<file path="src/rtl/muldiv_pkg.sv">
// Shared definitions for the HI/LO multiply/divide unit: decoder ALU codes and FSM states.
// Latency: n/a (definitions only).
// Backpressure: n/a.
package muldiv_pkg;

    // Decoder alucontrol codes, shared with the decoder and main ALU
    localparam logic [2:0] ALU_MULU = 3'b011;
    localparam logic [2:0] ALU_DIVU = 3'b111;
    localparam logic [2:0] ALU_MFHI = 3'b100;
    localparam logic [2:0] ALU_MFLO = 3'b101;

    typedef enum logic [1:0] {
        ST_IDLE = 2'd0,
        ST_MUL  = 2'd1,
        ST_DIV  = 2'd2
    } state_t;

endpackage

</file>
<file path="src/rtl/muldiv_if.sv">
// Decoder-to-muldiv bundle: issue strobe, ALU code, operands, read value, status and HI/LO.
// Latency: n/a (wires only).
// Backpressure: stall is returned to the decoder while an mfhi/mflo hits a busy unit.
interface muldiv_if #(parameter int WIDTH = 32);

    logic             start;
    logic [2:0]       alucontrol;
    logic [WIDTH-1:0] srca;
    logic [WIDTH-1:0] srcb;
    logic [WIDTH-1:0] result;
    logic             busy;
    logic             done;
    logic             stall;
    logic [WIDTH-1:0] hi;
    logic [WIDTH-1:0] lo;

    // master: instruction decoder side
    modport master (
        output start, alucontrol, srca, srcb,
        input  result, busy, done, stall, hi, lo
    );

    // slave: the multiply/divide unit
    modport slave (
        input  start, alucontrol, srca, srcb,
        output result, busy, done, stall, hi, lo
    );

endinterface

</file>
<file path="src/rtl/divu_step.sv">
// One restoring-division iteration: shift in a dividend bit, trial-subtract, keep or restore.
// Latency: purely combinational.
// Backpressure: none. Ports: rem/dbit/divisor in, rem_next/qbit out.
module divu_step #(
    parameter int WIDTH = 32
) (
    input  logic [WIDTH:0]   rem,
    input  logic             dbit,
    input  logic [WIDTH-1:0] divisor,
    output logic [WIDTH:0]   rem_next,
    output logic             qbit
);

    // One extra bit over the remainder so the sign of the trial difference is explicit
    logic [WIDTH+1:0] shifted;
    logic [WIDTH+1:0] diff;

    always_comb begin
        shifted  = {rem, dbit};
        diff     = shifted - {2'b00, divisor};
        qbit     = ~diff[WIDTH+1];
        rem_next = qbit ? diff[WIDTH:0] : shifted[WIDTH:0];
    end

endmodule

</file>
<file path="src/rtl/muldiv_unit.sv">
// Iterative unsigned multu/divu with HI/LO registers plus mfhi/mflo read-out.
// Latency: WIDTH+1 cycles issue-to-done (multu is 1 cycle when MULDIV_FAST_MUL_EN is defined).
// Backpressure: starts while busy are dropped; stall asks the decoder to hold an mfhi/mflo.
// Ports: clk, reset (sync, active-high), bus (muldiv_if.slave).
module muldiv_unit
    import muldiv_pkg::*;
#(
    parameter int WIDTH = 32
) (
    input  logic     clk,
    input  logic     reset,
    muldiv_if.slave  bus
);

    localparam int CW = $clog2(WIDTH);

    state_t           state;
    logic             busy;
    logic             done;
    logic [WIDTH-1:0] hi;
    logic [WIDTH-1:0] lo;
    logic [CW-1:0]    cnt;
    logic             last;

    // Divide datapath
    logic [WIDTH:0]   rem;
    logic [WIDTH-1:0] quo;
    logic [WIDTH-1:0] dvsr;
    logic [WIDTH:0]   rem_n;
    logic             qbit;

    assign last = (cnt == CW'(WIDTH - 1));

    divu_step #(.WIDTH(WIDTH)) u_divu_step (
        .rem      (rem),
        .dbit     (quo[WIDTH-1]),
        .divisor  (dvsr),
        .rem_next (rem_n),
        .qbit     (qbit)
    );

`ifdef MULDIV_FAST_MUL_EN
`else
    // Shift-add multiply: multiplicand moves left, multiplier moves right
    logic [2*WIDTH-1:0] acc;
    logic [2*WIDTH-1:0] mcand;
    logic [WIDTH-1:0]   mplier;
    logic [2*WIDTH-1:0] acc_n;

    assign acc_n = acc + (mplier[0] ? mcand : '0);
`endif

    always_ff @(posedge clk) begin
        if (reset) begin
            state  <= ST_IDLE;
            busy   <= 1'b0;
            done   <= 1'b0;
            hi     <= '0;
            lo     <= '0;
            cnt    <= '0;
            rem    <= '0;
            quo    <= '0;
            dvsr   <= '0;
`ifdef MULDIV_FAST_MUL_EN
`else
            acc    <= '0;
            mcand  <= '0;
            mplier <= '0;
`endif
        end else begin
            done <= 1'b0;
            case (state)
                ST_IDLE: begin
                    if (bus.start && bus.alucontrol == ALU_MULU) begin
`ifdef MULDIV_FAST_MUL_EN
                        {hi, lo} <= {{WIDTH{1'b0}}, bus.srca} * {{WIDTH{1'b0}}, bus.srcb};
                        done     <= 1'b1;
`else
                        acc    <= '0;
                        mcand  <= {{WIDTH{1'b0}}, bus.srca};
                        mplier <= bus.srcb;
                        cnt    <= '0;
                        busy   <= 1'b1;
                        state  <= ST_MUL;
`endif
                    end else if (bus.start && bus.alucontrol == ALU_DIVU) begin
                        rem   <= '0;
                        quo   <= bus.srca;
                        dvsr  <= bus.srcb;
                        cnt   <= '0;
                        busy  <= 1'b1;
                        state <= ST_DIV;
                    end
                end
`ifdef MULDIV_FAST_MUL_EN
`else
                ST_MUL: begin
                    acc    <= acc_n;
                    mcand  <= mcand << 1;
                    mplier <= mplier >> 1;
                    cnt    <= cnt + CW'(1);
                    if (last) begin
                        hi    <= acc_n[2*WIDTH-1:WIDTH];
                        lo    <= acc_n[WIDTH-1:0];
                        busy  <= 1'b0;
                        done  <= 1'b1;
                        state <= ST_IDLE;
                    end
                end
`endif
                ST_DIV: begin
                    // Dividend bits leave the top of quo while quotient bits enter the bottom.
                    // A zero divisor always "succeeds", yielding all-ones and remainder = dividend.
                    rem <= rem_n;
                    quo <= {quo[WIDTH-2:0], qbit};
                    cnt <= cnt + CW'(1);
                    if (last) begin
                        lo    <= {quo[WIDTH-2:0], qbit};
                        hi    <= rem_n[WIDTH-1:0];
                        busy  <= 1'b0;
                        done  <= 1'b1;
                        state <= ST_IDLE;
                    end
                end
                default: state <= ST_IDLE;
            endcase
        end
    end

    always_comb begin
        bus.result = '0;
        if (bus.alucontrol == ALU_MFHI)
            bus.result = hi;
        else if (bus.alucontrol == ALU_MFLO)
            bus.result = lo;
    end

    assign bus.stall = busy & bus.start &
                       ((bus.alucontrol == ALU_MFHI) | (bus.alucontrol == ALU_MFLO));
    assign bus.busy  = busy;
    assign bus.done  = done;
    assign bus.hi    = hi;
    assign bus.lo    = lo;

endmodule

</file>
<file path="src/flat_wrapper.sv">
// flat-port wrapper written by rule: the top's interface ports become plain ports
module muldiv_unit_flat import muldiv_pkg::*;
#(
    parameter int WIDTH = 32
)
  (clk, reset, bus_start, bus_alucontrol, bus_srca, bus_srcb, bus_result, bus_busy, bus_done, bus_stall, bus_hi, bus_lo);
  muldiv_if #(.WIDTH(WIDTH)) bus_i ();
  input  logic clk;
  input  logic reset;
  input wire logic [$bits(bus_i.start)-1:0] bus_start;
  input wire logic [$bits(bus_i.alucontrol)-1:0] bus_alucontrol;
  input wire logic [$bits(bus_i.srca)-1:0] bus_srca;
  input wire logic [$bits(bus_i.srcb)-1:0] bus_srcb;
  output wire logic [$bits(bus_i.result)-1:0] bus_result;
  output wire logic [$bits(bus_i.busy)-1:0] bus_busy;
  output wire logic [$bits(bus_i.done)-1:0] bus_done;
  output wire logic [$bits(bus_i.stall)-1:0] bus_stall;
  output wire logic [$bits(bus_i.hi)-1:0] bus_hi;
  output wire logic [$bits(bus_i.lo)-1:0] bus_lo;
  assign bus_i.start = bus_start;
  assign bus_i.alucontrol = bus_alucontrol;
  assign bus_i.srca = bus_srca;
  assign bus_i.srcb = bus_srcb;
  assign bus_result = bus_i.result;
  assign bus_busy = bus_i.busy;
  assign bus_done = bus_i.done;
  assign bus_stall = bus_i.stall;
  assign bus_hi = bus_i.hi;
  assign bus_lo = bus_i.lo;
  muldiv_unit #(.WIDTH(WIDTH)) u_core (.clk(clk), .reset(reset), .bus(bus_i));
endmodule
</file>
<file path="config.mk">
export PLATFORM = sky130hd
export DESIGN_NAME = muldiv_unit_flat
export DESIGN_NICKNAME = d
export VERILOG_FILES = /design/src/rtl/muldiv_pkg.sv /design/src/rtl/muldiv_if.sv /design/src/rtl/divu_step.sv /design/src/rtl/muldiv_unit.sv /design/src/flat_wrapper.sv
export SDC_FILE = /design/constraint.sdc
export NUM_CORES = 1
export LEC_CHECK = 0
export ABC_CLOCK_PERIOD_IN_PS = 10380
export CORE_MARGIN = 5
export CORE_UTILIZATION = 50
export DETAILED_ROUTE_END_ITERATION = 7
export PLACE_DENSITY = 0.68
export SYNTH_ARGS = -nofsm -noshare
export SYNTH_HDL_FRONTEND = slang
export SYNTH_SLANG_ARGS = --single-unit
</file>
<file path="constraint.sdc">
create_clock -name clk -period 10.38 [get_ports clk]
set_input_delay 1.038 -clock clk [delete_from_list [all_inputs] [get_ports clk]]
set_output_delay 1.038 -clock clk [all_outputs]
set_load 0.05 [all_outputs]
</file>
Word level (Yosys, flattened, before mapping)
Cells that the tools add are included.

word-level totals
  logic and storage cells = 85
  bits of input ports = 70
  output and inout bits = 99
  bits in registers = 330

operators by class
  muxes and demuxes = 34
  bitwise gates (word level) = 6
  $add $sub $neg = 3
  reductions and logical operators = 16
  equality and inequality tests = 14

operators with widths
  kind                 count
  $mux 32              9
  $pmux 32 s2          4
  $pmux 64 s2          2
  $mux 64              3
  $mux 33              3
  $pmux 33 s2          1
  $add 64x64->64       1
  $sub 34x32->34       1
  $reduce_and 3->1     4
  $mux 5               2
  $ne 2x1->1 const B   5
  $pmux 5 s2           1
  $eq 3x3->1 const B   3
  $reduce_bool 2->1    4
  $mux 2               3
  $reduce_and 2->1     3
  $add 5x1->5 const B  1
  $eq 5x5->1 const B   1
  $mux 1               4
  $pmux 2 s2           1
  $reduce_or 2->1      2
  $eq 3x2->1 const B   1
  $ne 3x1->1 const B   1
  $not 1->1            3
  8 further kinds      10

Logic depth before layout (Yosys ltp)
Gate-level depths: netlist (run 1).

  word-level depth = 5
  gate-level depth with buffers = 16
  depth with buffers taken out = 14

Modules after synthesis
From an unflattened synthesis (run 1), not the netlist that was laid out.

unflattened totals
  cell total of the unflattened synthesis = 2423
  area total of the unflattened synthesis = 19657.6 um^2

by module, submodules not included
  module       area each (um^2)  seq. area each (um^2)  times used  cells each
  muldiv_unit  17444.2           6606.3                 1           2117
  divu_step    2213.4            0.0                    1           306

Worst setup path before layout (run 1)
No wires, ideal clock.

  kind = reg2reg
  start point = register u_core.mplier[0]
  end point = register u_core.hi[30] (netlist: u_core.bus.hi[30])
  cell stages (with the launch flop) = 17
  setup time = 141 ps
  setup slack = 6850 ps
  required time = 10239 ps
  clock period less this slack = 3530 ps
  data arrival time = 3389 ps
  path buffers = 2
  cell sequence = dfxtp_1 > clkbuf_1 > clkbuf_1 > and2_1 > ha_1 > inv_1 > fa_1 > nand2b_1 > a21oi_2 > o2111ai_1 > a21oi_2 > o21ai_2 > a2111oi_4 > nor2_2 > o31ai_4 > mux2i_1 > a311oi_2

on the way
  cells in the longest elaborated chain, start to end = 4

ends and longest elaborated chain
  what                    line                RTL
  from (decl)             muldiv_unit.sv:47   logic [WIDTH-1:0] mplier;
  from (signal assigned)  muldiv_unit.sv:81   mplier <= bus.srcb;
  from (signal assigned)  muldiv_unit.sv:100  mplier <= mplier >> 1;
  $mux 64                 muldiv_unit.sv:50   assign acc_n = acc + (mplier[0] ? mcand : '0);
  $add 64x64->64          muldiv_unit.sv:50
  $mux 32                 muldiv_unit.sv:102  if (last) begin
  $pmux 32 s2             muldiv_unit.sv:72   case (state)
  to (signal assigned)    muldiv_unit.sv:103  hi <= acc_n[2*WIDTH-1:WIDTH];
  to (signal assigned)    muldiv_unit.sv:119  hi <= rem_n[WIDTH-1:0];
  to (decl)               muldiv_unit.sv:20   logic [WIDTH-1:0] hi;

Every way passes these cells. The select of a mux whose other input is x is not followed.
A chain may end at the register's enable or synchronous reset.

Worst setup path in the final report (run 1)
  start point = input bus_alucontrol[2]
  end point = output bus_result[31]

on the way
  cells in the longest elaborated chain, start to end = 3
  elaborated cells on any way between the ends = 4

ends and longest elaborated chain
  what         line                RTL
  from (decl)  flat_wrapper.sv:11  input wire logic [$bits(bus_i.alucontrol)-1:0] bus_alucontrol;
  $eq 3x3->1   muldiv_unit.sv:134  else if (bus.alucontrol == ALU_MFLO)
  $mux 32      muldiv_unit.sv:134
  $mux 32 *    muldiv_unit.sv:132  if (bus.alucontrol == ALU_MFHI)
  to (decl)    flat_wrapper.sv:14  output wire logic [$bits(bus_i.result)-1:0] bus_result;

Mark *: on every way between the ends. The rest lies on a longest branch, timed or not.

==> flow_summary_export.csv, run 1 <==
group,metric,value,unit
synth,ys_top_cells_by_count,"nor2_1, dfxtp_1, nand2_1, a21oi_1, clkbuf_1",
synth,synth_area,0.01972,sq mm
synth,syn-num-nets,2633,
floorplan,core,0.03883,sq mm
worst_setup_path,path_common_cell,"clkdlybuf4s50_1",
synth,yosysTopAreaCell,"dfxtp_1",
synth,netlist.area_leader.share,33.50,%
worst_setup_path,reg2reg_depth,15,
finish,multi_input_area,0.01223,sq mm
floorplan,die_w,208.6,um
routing,wl,61480,um
worst_setup_path,cp_top_family,"buffers and inverters",
worst_setup_path,critPathBufInv,3,
timing,drv_slew,0,
worst_setup_path,r2r_end,"u_core.bus.hi[24]",
floorplan,start_util,50.80,%
synth,synthXorXnorAreaFrac,3.686,%
worst_setup_path,critPathCaptureType,"output pin",
clocking,numCtsBuffers,38,
timing,worst_pin_slew,1.189,ns
worst_setup_path,crit_slowest_cell,"clkdlybuf4s50_1",
finish,postLayoutCellArea,0.02287,sq mm
placed_design,dp.final_hpwl,43370,um
global_routing,gr-total-overflow,0,
worst_hold_path,worst_hold_path_type,"flip-flop to flip-flop",
global_routing,grt_pass1_wl,96620,um
finish,area_growth,15.97,%
routing,vias,18540,
power,ir_worst_vdd,0.1147,mV
global_routing,grtUsageTotal,26.90,%
job,cap_violations,0,
synth,synth.most_common_cell,"nor2_1",
routing,drt_iter0_drc,1402,
finish,drive_above_1_share,4.939,%
synth,yosysWarnings,0,
worst_setup_path,r2r-start,"u_core.mplier[0]",
clocking,htreeDepth,2,
routing,first_pass_iters,6,
worst_hold_path,hold_depth,2,
clocking,clockBufferDepth,3,
synth,synth_cells,2460,
finish,nets,2674,
clocking,ctsRootBufferMaster,"clkbuf_16",
synth,synth_fa_ha_area_share,6.610,%
timing,period_needed,4.826,ns
worst_hold_path,hp-start,"u_core.dvsr[5]",
routing,wire_per_inst,20.16,um
synth,synth_flop_cell,"dfxtp_1",
synth,ys_ff_latch,330,
floorplan,rows,72,
timing,rsz0062_at_grt,"false",
power,p_leak,8.801,nW
global_routing,grt_pass1_vias,17850,
worst_setup_path,worst-setup-path-type,"input port to output pin",
synth,ys_types,91,
floorplan,io_pins,169,
clocking,cts_resized,0,
timing,fin_worst_skew,0.01538,ns
worst_setup_path,cp_slowest_stage_delay,0.82,ns
placed_design,place_area,0.02156,sq mm
synth,yosys.area_share.simple,19.15,%
routing,drtAntennaViolNets,0,
worst_hold_path,min_to,"u_core.dvsr[5]",
finish,regArea,0.006606,sq mm
placed_design,place.gp.congestion,0.9076,
global_routing,grt_start_max_net_pins,117,
clocking,clk_pin_slew,0.06,ns
global_routing,antenna_found_initial,0,
placed_design,numPortBuffers,168,
worst_setup_path,r2r_slack,6.07,ns
run_status,status,"finished clean",
worst_setup_path,required,9.34,ns
synth,synth-edff-count,0,
worst_setup_path,crit_path_start_kind,"input port",
clocking,cts_tree,"built",
power,powerDensity,140.9,mW/mm^2
synth,synth_top_family_by_area,"compound AO/OA/AOI/OAI gates",
clocking,cts_setup_buffers,0,
timing,relSlewSlack,20.72,%
clocking,cts.sinks,330,
floorplan,dieArea,0.04352,sq mm
routing,drc_errors,0,
clocking,clock_latency,0.55,ns
finish,num_antenna_cells,0,
timing,finalSetupViolations,0,
power,fin_total_pwr,3.222,mW
worst_setup_path,path_cells,"clkdlybuf4s50_1 > nor3b_2 > buf_4 > a22o_1 > clkdlybuf4s50_1",
timing,max_clock_freq,207.2,MHz
timing,final_hold_viol_count,0,
timing,period_share,46.49,%
synth,yosysSeqAreaShare,33.50,%
synth,synth_mux_area_share,6.001,%
synth,syn_area_per_cell,8.017,sq um
synth,synth_compound_area_share,26.10,%
worst_setup_path,critical_path_peak_fanout,26,
synth,ys_top_cells_by_area,"dfxtp_1, ha_1, nor2_1",
worst_setup_path,startpoint,"bus_alucontrol[2]",
finish,fillers,3553,
synth,synthArstFlopShare,0,%
worst_setup_path,worst_ep_arrival_time,3.79,ns
timing,setup_tns,0,ns
routing,viasPerCell,6.081,
floorplan,die_h,208.6,um
clocking,cts_hold_buf,0,
==> final cells by class <==
type / instances / share of cell area [%]
clock buffers: 62 / 5.136
inverters: 58 / 0.9573
well taps: 518 / 2.834
flip-flops and latches: 330 / 28.88
multi-input cells: 1883 / 53.47
repair buffers: 190 / 8.096
clock inverters: 8 / 0.6236
==> routing by layer <==
layer  share of wire (%)  wire length [um]  global-route usage (%)  vias to the layer above
met1                  43             26630                   35.03                     8935
met3                 6.3              3888                   4.424                      129
li1                    -                 -                       -                     8932
met4                 4.1              2503                   10.98                        0
met2                  46             28460                   44.64                      544
met5                   0                 0                       0                        -
==> cells by family after synthesis <==
| kind of cell | count (synthesis) |
|---|---|
| buffers and inverters | 247 |
| xor gates and xnor gates | 83 |
| AOI/OAI and AO/OA | 739 |
| adders and majority gates | 103 |
| and+or+nand+nor | 840 |
| muxes | 118 |
| DFF | 330 |
==> report_power, final <==
part / leakage [nW] / switching [mW] / internal, mW
logic: 5.49 / 0.287 / 0.166
registers: 2.67 / 0.0378 / 1.30
clock network: 0.641 / 0.556 / 0.873
total: 8.80 / 0.881 / 2.34
==> placed cells by master, fill, tap and decap left out, types with 13 or more instances in the layout <==
| master | count |
|---|---|
| a311oi_1 | 25 |
| o21bai_1 | 22 |
| ha_1 | 99 |
| a31oi_1 | 18 |
| a211oi_1 | 123 |
| nor2b_1 | 13 |
| dfxtp_1 | 330 |
| a22o_1 | 45 |
| buf_4 | 22 |
| nor2_1 | 331 |
| xor2_1 | 31 |
| nand4_1 | 30 |
| nand2b_1 | 18 |
| a21oi_1 | 189 |
| inv_1 | 57 |
| mux2i_1 | 116 |
| xnor2_1 | 52 |
| and2_1 | 70 |
| nor3_1 | 41 |
| clkbuf_1 | 14 |
| o21ai_1 | 15 |
| clkbuf_16 | 41 |
| nand2_1 | 247 |
| a22oi_1 | 74 |
| o21ai_0 | 63 |
| nand3_1 | 33 |
| a21o_1 | 61 |
| clkdlybuf4s50_1 | 167 |
==> state kept, by name, indices dropped and copies added, names as in the netlist, 32 cells and up <==
register       flops
u_core.mcand      64
u_core.bus.lo     32
u_core.mplier     32
u_core.quo        32
u_core.bus.hi     32
u_core.rem        33
u_core.acc        64
u_core.dvsr       32
==> worst min-delay path: stages (launching register included) <==
cell     delay (ns)
dfxtp_1        0.31
nand2_1        0.05
a21oi_1        0.05
==> per-stage QoR <==
stage	setup slack (ns)	hold WS [ns]	instances	util, %
after detailed placement	5.559	0.4498	2979	55.52
after global placement	5.618	0.4442	2979	55.52
after global routing	5.413	0.4748	3049	58.91
after CTS	5.549	0.4545	3049	58.91
after floorplan	6.850	0.4362	2460	-
final	5.554	0.4550	3049	58.91
==> worst max-delay path by stage <==
stage	endpoint	slack (ns)	cells after the start
floorplan	u_core.bus.hi[30]	6.85	16
global placement	bus_result[27]	5.62	5
detailed placement	bus_result[19]	5.56	5
CTS	bus_result[19]	5.55	5
global route	bus_result[19]	5.41	5
finish	bus_result[31]	5.55	5
(Power assumes the default switching activity.)
==> run 2, diff against run 1 <==
--- a/config.mk
+++ b/config.mk
@@ -5,7 +5,7 @@
 export SDC_FILE = /design/constraint.sdc
 export NUM_CORES = 1
 export LEC_CHECK = 0
-export ABC_CLOCK_PERIOD_IN_PS = 10380
+export ABC_CLOCK_PERIOD_IN_PS = 4590
 export CORE_MARGIN = 5
 export CORE_UTILIZATION = 50
 export DETAILED_ROUTE_END_ITERATION = 7
==> constraint.sdc (replaced) <==
create_clock -name clk -period 4.59 [get_ports clk]
set_input_delay 0.459 -clock clk [delete_from_list [all_inputs] [get_ports clk]]
set_output_delay 0.459 -clock clk [all_outputs]
set_load 0.05 [all_outputs]
==> flow_summary_export.csv, run 2 (same netlist as run 1, synthesis figures left out) <==
group,metric,value,unit
global_routing,grt_pass1_wl,100400,um
job,cap_violations,0,
worst_setup_path,critPathCaptureType,"flip-flop",
timing,finalSetupViolations,0,
floorplan,rows,72,
global_routing,grt_start_max_net_pins,153,
clocking,htreeDepth,2,
worst_setup_path,cp_top_family,"compound AO/OA/AOI/OAI gates",
finish,utilization,59.09,%
placed_design,place_ws,0.6991,ns
timing,final_hold_viol_count,0,
placed_design,numPortBuffers,168,
routing,drt_iter0_drc,1278,
timing,setup_slack,0.6373,ns
placed_design,dp.final_hpwl,46220,um
clocking,cts_tree,"built",
floorplan,dieArea,0.04352,sq mm
routing,wire_per_inst,20.86,um
routing,drc_errors,0,
timing,fin_worst_skew,0.02325,ns
routing,viasPerCell,6.037,
clocking,clockBufferDepth,3,
worst_setup_path,required,5.02,ns
placed_design,dp.cells,2990,
routing,drtAntennaViolNets,0,
placed_design,place.gp.congestion,0.9345,
floorplan,die_w,208.6,um
floorplan,core,0.03883,sq mm
power,fin_total_pwr,7.192,mW
clocking,cts.sinks,330,
timing,setup_tns,0,ns
floorplan,start_util,50.80,%
worst_setup_path,path_common_cell,"a211oi_1",
worst_setup_path,worst-setup-path-type,"flip-flop to flip-flop",
global_routing,gr-total-overflow,0,
timing,max_clock_freq,253.0,MHz
worst_setup_path,critical_path_peak_fanout,8,
global_routing,grtUsageTotal,28.15,%
routing,first_pass_iters,5,
run_status,status,"finished clean",
finish,area_growth,16.32,%
finish,final_cell_mix,"nor2_1, dfxtp_1, nand2_1",
clocking,clock_latency,0.57,ns
floorplan,die_h,208.6,um
finish,fillers,3598,
timing,drv_slew,0,
finish,largestRegisters,"u_core.acc: 64 flops, u_core.mcand: 64 flops, u_core.rem: 33 flops",
timing,worst_pin_slew,1.114,ns
routing,wl,63800,um
worst_setup_path,cp_slowest_stage_delay,0.54,ns
finish,num_antenna_cells,0,
clocking,cts_hold_buf,0,
global_routing,antenna_found_initial,1,
finish,nets,2686,
clocking,numCtsBuffers,39,
power,p_leak,8.832,nW
worst_setup_path,critPathBufInv,2,
finish,drive_above_1_share,5.551,%
timing,rsz0062_at_grt,"false",
worst_setup_path,crit_path_start_kind,"flip-flop",
timing,whs,0.3917,ns
routing,vias,18460,
worst_setup_path,worst_ep_arrival_time,4.38,ns
clocking,cts_resized,0,
finish,postLayoutCellArea,0.02294,sq mm
worst_hold_path,worst_hold_path_type,"input port to flip-flop",
clocking,clk_pin_slew,0.06,ns
timing,relSlewSlack,25.75,%
worst_setup_path,crit_slowest_cell,"a31oi_1",
power,ir_worst_vdd,0.2881,mV
placed_design,place_area,0.02168,sq mm
global_routing,grt_pass1_vias,17870,
worst_setup_path,path_cells,"buf_4 > nand2_1 > inv_1 > ha_1 > a211o_1 > a211oi_1 > o21a_1 > a21oi_1 > a31o_2 > a31oi_1 > o21ai_0 > xor2_1 > a211oi_1 > nor3_1",
floorplan,io_pins,169,
timing,period_needed,3.953,ns
clocking,ctsRootBufferMaster,"clkbuf_16",
clocking,cts_setup_buffers,0,
timing,period_share,86.12,%
finish,stdcell_count,3058,
power,powerDensity,313.5,mW/mm^2
## run 2: worst paths after layout
check | cells after the start | endpoint | start | slack (ns)
worst min register to register | 2 | u_core.dvsr[31] | u_core.dvsr[31] | 0.45
worst min-delay path | 2 | u_core.rem[25] | reset | 0.39
worst max-delay path | 14 | u_core.bus.hi[5] | u_core.mplier[0] | 0.64
worst max register to register | 14 | u_core.bus.hi[5] | u_core.mplier[0] | 0.64
## run 2: cell type report
class / instances / area, sq um / share of cell area (%)
Multi-Input combinational cell: 1883 / 12230 / 53.32
Sequential cell: 330 / 6606 / 28.80
Timing Repair Buffer: 201 / 1972 / 8.595
Clock buffer: 53 / 1089 / 4.745
Tap cell: 518 / 648.1 / 2.825
Inverter: 58 / 219.0 / 0.9544
Clock inverter: 15 / 175.2 / 0.7635
## run 2: per-layer routing
metal | vias to the layer above | global-route usage [%] | part of all wire, %
li1 | 8963 | - | -
met1 | 8849 | 37.57 | 44
met5 | - | 0 | 0
met3 | 107 | 4.424 | 5.4
met2 | 542 | 47.08 | 47
met4 | 0 | 8.888 | 3.0
## run 2: where the power goes
group / total [mW] / leakage (nW) / internal [mW] / switching [mW]
clock network: 3.12 / 0.610 / 1.84 / 1.28
registers: 3.03 / 2.67 / 2.94 / 0.0888
logic: 1.04 / 5.55 / 0.390 / 0.654
total: 7.19 / 8.83 / 5.17 / 2.02
## run 2: worst register-to-register path, stage by stage (launching register included)
cell	delay, ns
dfxtp_1	0.32
buf_4	0.16
nand2_1	0.12
inv_1	0.06
ha_1	0.28
a211o_1	0.33
a211oi_1	0.38
o21a_1	0.32
a21oi_1	0.15
a31o_2	0.30
a31oi_1	0.54
o21ai_0	0.24
xor2_1	0.22
a211oi_1	0.32
nor3_1	0.09
